## src/rtl/ones_pattern_gen.sv

```systemverilog
// ones_pattern_gen: enumerates every WIDTH-bit word with exactly k ones, in
// increasing numeric order, one word per accepted valid/ready transfer.
//
// Ports:
//   clk, rst_n   clock (rising edge), asynchronous active-low reset
//   start, k     request a new enumeration of words with k ones (IDLE only)
//   busy         high from the cycle after an accepted start until DONE completes
//   out_valid    pattern holds a word
//   out_ready    consumer accepts the word
//   pattern      current word
//   last         pattern is the final word of the enumeration
//   pat_cnt      words accepted so far in this enumeration
//   done         one-cycle pulse after the final word is accepted
//   err          one-cycle pulse when start arrives with k > WIDTH
module ones_pattern_gen #(
   parameter int unsigned WIDTH = 16,
   parameter int unsigned CW    = 5,
   parameter int unsigned NW    = 14
) (
   input  logic             clk,
   input  logic             rst_n,
   input  logic             start,
   input  logic [CW-1:0]    k,
   output logic             busy,
   output logic             out_valid,
   input  logic             out_ready,
   output logic [WIDTH-1:0] pattern,
   output logic             last,
   output logic [NW-1:0]    pat_cnt,
   output logic             done,
   output logic             err
);

   typedef enum logic [1:0] {StIdle, StEmit, StDone} state_e;

   localparam logic [CW-1:0] WidthCw = CW'(WIDTH);
   localparam logic [WIDTH:0] OneW   = {{WIDTH{1'b0}}, 1'b1};

   state_e             state_q, state_d;
   logic [CW-1:0]      k_q, k_d;
   logic [WIDTH-1:0]   pattern_q, pattern_d;
   logic               last_q, last_d;
   logic               valid_q, valid_d;
   logic               busy_q, busy_d;
   logic [NW-1:0]      cnt_q, cnt_d;
   logic               done_q, done_d;
   logic               err_q, err_d;

   logic               start_ok, start_bad, xfer;
   logic [CW-1:0]      tz;
   logic [WIDTH-1:0]   lsb, nxt, top_k;
   logic [WIDTH:0]     sum;
   logic               carry_unused;

   // Word with the n lowest bits set; one extra bit so n == WIDTH works.
   function automatic logic [WIDTH-1:0] low_ones(input logic [CW-1:0] n);
      return WIDTH'((OneW << n) - OneW);
   endfunction

   assign start_ok  = start & (k <= WidthCw);
   assign start_bad = start & (k > WidthCw);
   assign xfer      = valid_q & out_ready;

   // Trailing-zero count; scanning downwards lets the lowest set bit win.
   always_comb begin
      tz = '0;
      for (int i = WIDTH - 1; i >= 0; i--) begin
         if (pattern_q[i]) tz = CW'(i);
      end
   end

   // Gosper step: the shift by tz replaces the division by the lowest set bit.
   // The carry-out only occurs past the final word, which is never advanced.
   always_comb begin
      lsb          = pattern_q & (~pattern_q + 1'b1);
      sum          = {1'b0, pattern_q} + {1'b0, lsb};
      carry_unused = sum[WIDTH];
      nxt          = sum[WIDTH-1:0] | (((sum[WIDTH-1:0] ^ pattern_q) >> 2) >> tz);
      top_k        = low_ones(k_q) << (WidthCw - k_q);
   end

   // State register
   always_ff @(posedge clk or negedge rst_n) begin
      if (!rst_n) begin
         state_q <= StIdle;
      end else begin
         state_q <= state_d;
      end
   end

   // Next-state logic
   always_comb begin
      state_d = state_q;
      unique case (state_q)
         StIdle:  if (start_ok) state_d = StEmit;
         StEmit:  if (xfer && last_q) state_d = StDone;
         StDone:  state_d = StIdle;
         default: state_d = StIdle;
      endcase
   end

   // Output / datapath next values
   always_comb begin
      k_d       = k_q;
      pattern_d = pattern_q;
      last_d    = last_q;
      valid_d   = valid_q;
      busy_d    = busy_q;
      cnt_d     = cnt_q;
      done_d    = 1'b0;
      err_d     = 1'b0;
      unique case (state_q)
         StIdle: begin
            if (start_ok) begin
               k_d       = k;
               pattern_d = low_ones(k);
               last_d    = (k == '0) || (k == WidthCw);
               valid_d   = 1'b1;
               busy_d    = 1'b1;
               cnt_d     = '0;
            end else if (start_bad) begin
               err_d = 1'b1;
            end
         end
         StEmit: begin
            if (xfer) begin
               cnt_d = cnt_q + 1'b1;
               if (last_q) begin
                  valid_d = 1'b0;
                  last_d  = 1'b0;
                  done_d  = 1'b1;
               end else begin
                  pattern_d = nxt;
                  last_d    = (nxt == top_k);
               end
            end
         end
         StDone: begin
            busy_d = 1'b0;
         end
         default: ;
      endcase
   end

   always_ff @(posedge clk or negedge rst_n) begin
      if (!rst_n) begin
         k_q       <= '0;
         pattern_q <= '0;
         last_q    <= 1'b0;
         valid_q   <= 1'b0;
         busy_q    <= 1'b0;
         cnt_q     <= '0;
         done_q    <= 1'b0;
         err_q     <= 1'b0;
      end else begin
         k_q       <= k_d;
         pattern_q <= pattern_d;
         last_q    <= last_d;
         valid_q   <= valid_d;
         busy_q    <= busy_d;
         cnt_q     <= cnt_d;
         done_q    <= done_d;
         err_q     <= err_d;
      end
   end

   assign busy      = busy_q;
   assign out_valid = valid_q;
   assign pattern   = pattern_q;
   assign last      = last_q;
   assign pat_cnt   = cnt_q;
   assign done      = done_q;
   assign err       = err_q;

endmodule

```

## config.mk

```make
export PLATFORM = sky130hd
export DESIGN_NAME = ones_pattern_gen
export DESIGN_NICKNAME = d
export VERILOG_FILES = /design/src/rtl/ones_pattern_gen.sv
export SDC_FILE = /design/constraint.sdc
export NUM_CORES = 1
export LEC_CHECK = 0
export ABC_CLOCK_PERIOD_IN_PS = 5800
export CAP_MARGIN = 20
export CORE_MARGIN = 4
export CORE_UTILIZATION = 58
export CTS_BUF_LIST = sky130_fd_sc_hd__clkbuf_8 sky130_fd_sc_hd__clkbuf_16
export DETAILED_ROUTE_END_ITERATION = 12
export GPL_ROUTABILITY_DRIVEN = 0
export GPL_TIMING_DRIVEN = 1
export HOLD_SLACK_MARGIN = 0.1
export PLACE_DENSITY = 0.75
export SLEW_MARGIN = 0
export SYNTH_ARGS = -nofsm -noshare
export SYNTH_HDL_FRONTEND = slang
export SYNTH_SLANG_ARGS = --single-unit
```

## constraint.sdc

```tcl
create_clock -name clk -period 5.8 [get_ports clk]
set_clock_uncertainty 0.15 [all_clocks]
set_input_delay 1.16 -clock clk [delete_from_list [all_inputs] [get_ports clk]]
set_output_delay 1.16 -clock clk [all_outputs]
set_load 0.02 [all_outputs]
```

# Word level (Yosys, flattened, before mapping)
# Index checks and enable logic that the tools add are counted.
# Widths: inputs -> output; s select.
# word_totals
ff_bits,42
out_inout_bits,35
wordCells,90
# op_classes
shift,4
n_lt_le_gt_ge,2
n_addsub,6
n_mux,41
reduce_logical,12
n_bitwise,7
eq_ne,9
# ops
op,count
$mux 5,12
$mux 16,3
$pmux 16 s2,1
$shl 1x5->16 const A,2
$sub 16x1->16 const B,2
$mux 14,2
$pmux 14 s2,1
$add 16x1->16 const B,1
$add 16x16->16,1
$and 16x16->16,1
$eq 16x16->1,1
$mux 4,4
$not 16->16,1
$or 16x16->16,1
$shl 16x5->16,1
$shr 14x5->16,1
$xor 16x16->16,1
$add 14x1->14 const B,1
$mux 1,12
$ne 2x2->1 const B,5
$reduce_and 4->1,2
$pmux 1 s2,3
$reduce_and 2->1,3
$eq 5x5->1 const B,1
other kinds (14),18

# Logic depth before layout (Yosys ltp)
# Gate-level depths: netlist (run 1).
# logic_depth
ltp_word,22
mapped_depth,19
depth_no_buf,16

# Worst setup path before layout (run 1)
# No wires, ideal clock.
# synth_path
path_kind,reg2reg
from,register k_q[0]
to,"register last_q, in the netlist last"
stages_incl_launch_ff,18
t_required_ns,5.558
path_buffers,3
setup_slack_ns,1.328
synth_period_minus_slack_ns,4.472
setup_ns,0.092
t_arrival_ns,4.230
cell_sequence,dfrtp_1 > inv_1 > clkbuf_1 > ha_1 > ha_1 > or3b_2 > ha_1 > buf_4 > clkbuf_1 > a2111oi_0 > o31ai_1 > mux2_2 > a21o_1 > o22ai_1 > xor2_1 > nor4_2 > nand4_1 > o31ai_2
# synth_via
elab_chain_cells,7
elab_cells_between_ends,8
# synth_rtl
item,line,rtl
start: declaration,40,"logic [CW-1:0] k_q, k_d;"
start signal: assignment,156,k_q <= k_d;
$shl 1x5->16,57,return WIDTH'((OneW << n) - OneW);
$sub 16x1->16,57,
$shl 16x5->16 (*),79,top_k = low_ones(k_q) << (WidthCw - k_q);
$eq 16x16->1 (*),134,last_d = (nxt == top_k);
$mux 1 (*),128,if (last_q) begin
$mux 1 (*),126,if (xfer) begin
$pmux 1 s2 (*),112,unique case (state_q)
end signal: assignment,158,last_q <= last_d;
end: declaration,42,"logic last_q, last_d;"
# Mark *: on every way between the ends. The rest lies on a longest branch, timed or not. The select of a mux whose other input is x is not followed.
# A chain may end at the register's enable or synchronous reset.

# Worst setup path in the final report (run 1)
# Ends and elaborated chain as after synthesis.

==> results of run 1 <==
[worst min-delay path, stage by stage, from the launching register on]
cell and delay, ns:
dfrtp_1 0.35, o21ai_0 0.09, nand2_1 0.07
[metal layers]
layer | track usage [%] | part of all wire [%] | vias up
met5 | 0 | 0 | -
met4 | 12.2 | 3.9 | 0
met3 | 2.82 | 7.0 | 60
met2 | 50.0 | 48 | 363
met1 | 39.6 | 41 | 2931
li1 | - | - | 2936
[placed cells by master (no fill, tap or decap), types with 5 or more instances in the layout]
cell type	synthesis	final
nand2_1	82	82
nor2_1	76	76
o21ai_0	71	71
a21oi_1	54	54
dfrtp_1	42	42
clkdlybuf4s50_1	0	42
nand3_1	27	27
nor3_1	25	25
inv_1	17	18
xnor2_1	15	15
xor2_1	14	14
nor2b_1	13	13
and2_1	12	12
a211oi_1	12	12
mux2i_1	12	12
o211ai_1	11	11
nand2b_1	10	10
o21a_1	10	10
and3_1	10	10
nand4_1	9	9
o21ai_1	9	9
ha_1	9	9
nor4_1	8	8
a21o_1	8	8
a31oi_1	7	7
buf_4	7	7
a211o_1	6	6
o22ai_1	6	6
o2111ai_1	5	5
o31ai_1	5	5
o2bb2ai_1	5	5
clkbuf_8	0	5
[state kept, by name, summed over array words and instances, names as in the netlist]
signal     count
busy           1
done           1
err            1
k_q            5
last           1
out_valid      1
pat_cnt       14
pattern       16
state_q        2
[stage by stage]
stage | hold WS (ns) | power (W) | worst slack (ns)
final | 0.383 | 0.000673 | 0.855
after global routing | 0.417 | 0.000706 | 0.574
after CTS | 0.379 | 0.000677 | 0.905
after detailed placement | 0.357 | 0.000449 | 0.907
after global placement | 0.341 | 0.000446 | 1.08
after floorplan | 0.365 | 0.000393 | 1.33
[power groups by stage]
stage / Sequential, W / Combinational (W) / Clock [W]
after global routing: 0.000332 / 0.000127 / 0.000247
final: 0.000328 / 0.000115 / 0.000230
after global placement: 0.000334 / 0.000112 / 0
after detailed placement: 0.000334 / 0.000115 / 0
after floorplan: 0.000351 / 0.0000424 / 0
after CTS: 0.000328 / 0.000115 / 0.000233
[how the worst max path moves through the flow]
stage                 from  depth (start not counted)   end  slack, ns
finish              k_q[0]                         16  last       0.85
global route        k_q[0]                         16  last       0.57
detailed placement  k_q[0]                         16  last       0.91
floorplan           k_q[0]                         17  last       1.33
global placement    k_q[0]                         16  last       1.08
CTS                 k_q[0]                         16  last       0.91
[cells by family after synthesis]
logic type	count (synthesis)	synth area share, %
XOR/XNOR	29	4.41
AO/OA/AOI/OAI	292	36.7
adder cells (fa/ha/maj)	9	1.95
flip-flops	42	18.2
AND/OR/NAND/NOR	316	28.5
buffers and inverters	83	6.77
multiplexers	17	3.45
[final cells by class]
class | count | area share (%)
Multi-Input combinational cell | 663 | 69.7
Sequential cell | 42 | 16.9
Timing Repair Buffer | 50 | 7.70
Tap cell | 133 | 2.68
Inverter | 20 | 1.21
Clock buffer | 5 | 1.11
Clock inverter | 3 | 0.666
==> results.toml, run 1 <==
[status]
status = "finished, final reports clean"

[pwr]
p_seq_share_pct = 48.8
comb_power_share_pct = 17.0
power_switching_w = 0.000187
clkPwrFrac_pct = 34.1
vdd_drop_max_mv = 0.219
swShare_pct = 27.8
power.internal_w = 0.000486
power_density_nw_per_um2 = 108
p_leak_nw = 2.42

[cts]
clkSlewWorstSetupHoldPaths_ns = 0.08
cts_max_path_buffers = 2
insertion_delay_ns = 0.30
post-cts-setup-buffers = 0
cts_made_buffers = 5
cts_tree = "built"
ctsResizeCount = 0
htreeDepth = 2
cts-root-buf = "clkbuf_8"
cts.sinks = 42
cts_hold_buffers = 0

[placement]
placed_cells = 908
portBuffers = 43
dpl_cell_area_sq_um = 6090
post-dp-hpwl_mm = 13.2

[critical_path]
setup.worst_path.start_class = "register"
slowest_stage = "dfrtp_1"
worstPathMaxFanout = 23
cpPeakStageDelay_ns = 0.78
cp.arrival_ns = 5.00
timing.rr.start = "k_q[0]"
critical_path_class = "reg2reg"
rr_endpoint = "last"
path_cells = "inv_1 -> ha_1 -> ha_1 -> or3b_2 -> ha_1 -> or3b_1 -> a31oi_1 -> o21ai_1 -> mux2_2 -> mux4_2 -> o21ai_2 -> o21a_1 -> o2111ai_1 -> nor4_2 -> nand4_1 -> o31ai_2"
rrSetupSlack_ns = 0.85
crit_required_ns = 5.85
end_kind = "register"
r2r_cells = 16
crit_buf_inv = 1
crit_top_cell = "ha_1"
path_delay_family = "adder cells"

[yosys]
yosys-top-cells-area = "dfrtp_1, o21ai_0, nand2_1"
yosys-top-cells-count = "nand2_1, nor2_1, o21ai_0"
synth_most_common_cell = "nand2_1"
async_flop_share_pct = 100
yosysTopAreaCell = "dfrtp_1"
syn-mean-instance-area_sq_um = 7.32
synth_flop_cell = "dfrtp_1"
ys_warn_count = 0
synth_top_area_share_pct = 18.2
syn_inst = 788
synth_area_sq_um = 5760
synth_cell_types = 107
yosys_register_bits = 42
synth_enable_flop_cells = 0
synthesis.nets = 806
synth-seq-area-share_pct = 18.2

[global_route]
grt_pass1_wl_mm = 28.7
grt_pass1_vias = 5737
grt-ovfl-total = 0
grt_max_degree = 43
grt_use_total_pct = 29.9
antenna_found_initial = 0

[worst_hold_path]
hold_end = "busy"
worstHoldStart = "busy"
hold_class = "reg2reg"
min_path_cells = 2

[sta]
worst_pin_slew_ns = 1.04
fmax_mhz = 202
fin_crit_ns = 4.95
slew_violations = 0
hold_violations = 0
tns_ns = 0
slew-limit-headroom_pct = 29.6
grt_setup_unrepaired = "false"
setup_violations = 0
period_share_pct = 85.3

[detailed_routing]
vias_per_cell = 6.87
via_count = 6290
ant_nets = 0
wl_mm = 17.8
drt_iter0_drc = 757
wire_per_inst_um = 19.4
dr.pass1.iters = 6
drcViolationCount = 0

[floorplan]
die_w_um = 108
rows = 36
core_sq_um = 9730
ios = 44
die_h_um = 108
initial_utilization_pct = 59.2
die-area_sq_um = 11600

[cells_and_area]
design_area_sq_um = 6200
multi_input_area_sq_um = 4320
stdcell_count = 916
utilization_pct = 63.8
syn_to_final_growth_pct = 7.62
antenna_cells = 0
layout-drive-gt1-share_pct = 9.58
seqCellArea_sq_um = 1050
nNetsFinal = 800
fillers = 901

[run]
cap_violations = 0
Note: power is estimated with default switching activity, not from simulation.
==> inputs of run 2 (changes only) <==
Settings changed: SKIP_LAST_GASP set to 1.
==> results of run 2 <==
No change in the layout: final DEF, timing and power equal those of run 1.
==> inputs of run 3 (changes only) <==
--- a/config.mk
+++ b/config.mk
@@ -8,4 +8,5 @@
 export ABC_CLOCK_PERIOD_IN_PS = 5800
 export CAP_MARGIN = 20
+export CORE_ASPECT_RATIO = 0.75
 export CORE_MARGIN = 4
 export CORE_UTILIZATION = 58
==> constraint.sdc (replaced) <==
create_clock -name clk -period 5.8 [get_ports clk]
set_clock_uncertainty 0.15 [all_clocks]
set_input_delay 0.87 -clock clk [delete_from_list [all_inputs] [get_ports clk]]
set_output_delay 0.87 -clock clk [all_outputs]
set_load 0.02 [all_outputs]
==> run 3 against run 2 <==
Effect of this change: sequential power about the same; first-iteration DRC count grew 45%; register-to-register slack worse by 0.22 ns; global-route usage increased by 0.48 points; sequential cell count unchanged; hold slack got worse by 0.0043 ns; design area is 0.61% higher; critical path depth is 1 higher; die area increased by 0.15%; sequential share of layout area fell by 0.10 points; count of clock-buffer cells in the layout unchanged.
==> results.toml, run 3 (synthesis results as in run 1) <==
[pwr]
comb_power_share_pct = 16.0
p_leak_nw = 2.45
power_switching_w = 0.000202
power_density_nw_per_um2 = 115
swShare_pct = 28.0
clkPwrFrac_pct = 38.1
p_seq_share_pct = 46.0
power.internal_w = 0.000519
vdd_drop_max_mv = 0.131
finalPower_w = 0.000721

[critical_path]
timing.rr.start = "k_q[0]"
critical_path_class = "reg2reg"
crit_required_ns = 5.84
worstPathMaxFanout = 23
setup.worst_path.start_class = "register"
cp.arrival_ns = 5.21
rrSetupSlack_ns = 0.63
worstSetupStartpoint = "k_q[0]"
end_kind = "register"

[detailed_routing]
wire_per_inst_um = 19.5
drcViolationCount = 0
via_count = 6431
drt_iter0_drc = 1097
dr.pass1.iters = 6
ant_nets = 0
vias_per_cell = 7.02
wl_mm = 17.9

[floorplan]
die_w_um = 123
die-area_sq_um = 11600
die_h_um = 94.3
core_sq_um = 9660
rows = 31
initial_utilization_pct = 59.7
ios = 44

[cts]
post-cts-setup-buffers = 0
cts_max_path_buffers = 2
insertion_delay_ns = 0.28
clkSlewWorstSetupHoldPaths_ns = 0.06
ctsResizeCount = 0
cts-root-buf = "clkbuf_16"
cts_hold_buffers = 0
cts.sinks = 42
cts_tree = "built"
cts_made_buffers = 5
htreeDepth = 2

[cells_and_area]
syn_to_final_growth_pct = 8.27
nNetsFinal = 801
stdcell_count = 916
antenna_cells = 0
layout-drive-gt1-share_pct = 9.82
largest_reg_flops = 16
utilization_pct = 64.6
mostFrequentLayoutCells = "nand2_1, nor2_1, o21ai_0"
layout_commonest_cell = "nand2_1"

[placement]
portBuffers = 43
placed_cells = 908
post-dp-hpwl_mm = 13.3

[worst_hold_path]
hold_class = "reg2reg"
worstHoldStart = "busy"

[sta]
setup_violations = 0
slew-limit-headroom_pct = 33.3
period_share_pct = 89.1
tns_ns = 0
grt_setup_unrepaired = "false"
slew_violations = 0
timing.hold.ws_ns = 0.379
worst_pin_slew_ns = 0.999
fin_crit_ns = 5.17
hold_violations = 0
fmax_mhz = 193

[status]
status = "finished, final reports clean"

[global_route]
grt_pass1_wl_mm = 28.7
grt_max_degree = 43
antenna_found_initial = 0
grt_use_total_pct = 30.4
grt_pass1_vias = 5643
grt-ovfl-total = 0

[run]
cap_violations = 0
-- run 3: cell types whose count changed in the layout (fill, tap and decap cells not counted) --
cell / previous run / this run
clkbuf_16: 0 / 5
clkbuf_8: 5 / 0
clkinv_2: 0 / 2
buf_2: 1 / 2
bufinv_16: 1 / 0
clkinvlp_4: 1 / 0
inv_1: 18 / 17
inv_6: 0 / 1
-- run 3: path summary, 6_finish.rpt --
check / end / cells after the start
max reg2reg: last / 17
max in group asynchronous: pattern[5] / 1
min in group asynchronous: pat_cnt[7] / 1
min reg2reg: busy / 2
max: last / 17
min: busy / 2
-- run 3: layer usage --
metal / share of wire [%] / GRT usage, % / up-vias
li1: - / - / 2957
met3: 15 / 11.5 / 35
met1: 43 / 44.6 / 2983
met5: 0 / 0 / -
met4: 1.3 / 4.88 / 0
met2: 40 / 42.9 / 456
-- run 3: critical path, stage by stage (launching register included) --
cell	delay [ns]
dfrtp_1	0.79
inv_1	0.16
ha_1	0.27
ha_1	0.19
buf_4	0.18
or3b_2	0.24
ha_1	0.53
or3b_1	0.43
a31oi_1	0.18
o21ai_1	0.12
mux2_2	0.31
mux4_2	0.53
o21ai_2	0.16
o21a_1	0.14
o2111ai_1	0.13
nor4_2	0.16
nand4_1	0.14
o31ai_2	0.26
-- run 3: per-stage QoR --
step / area (sq um) / worst slack (ns)
4_1_cts: 6240 / 0.714
3_5_place_dp: 6100 / 0.737
5_1_grt: 6240 / 0.368
3_3_place_gp: 6090 / 0.924
2_1_floorplan: 5760 / 1.33
6_report: 6240 / 0.630
-- run 3: layout make-up --
type / count / area [sq um]
tap: 132 / 165
sequential: 42 / 1050
inverter: 20 / 75.1
clock buffer: 5 / 125
clock inverter: 3 / 18.8
timing repair buffer: 51 / 483
fill: 816 / 3420
multi-input combinational: 663 / 4320
-- run 3: power groups by stage --
stage	registers, W	logic, W	clock network (W)
floorplan	0.000351	0.0000424	0
global placement	0.000335	0.000112	0
CTS	0.000330	0.000116	0.000279
finish	0.000331	0.000115	0.000274
detailed placement	0.000335	0.000116	0
global route	0.000334	0.000126	0.000294
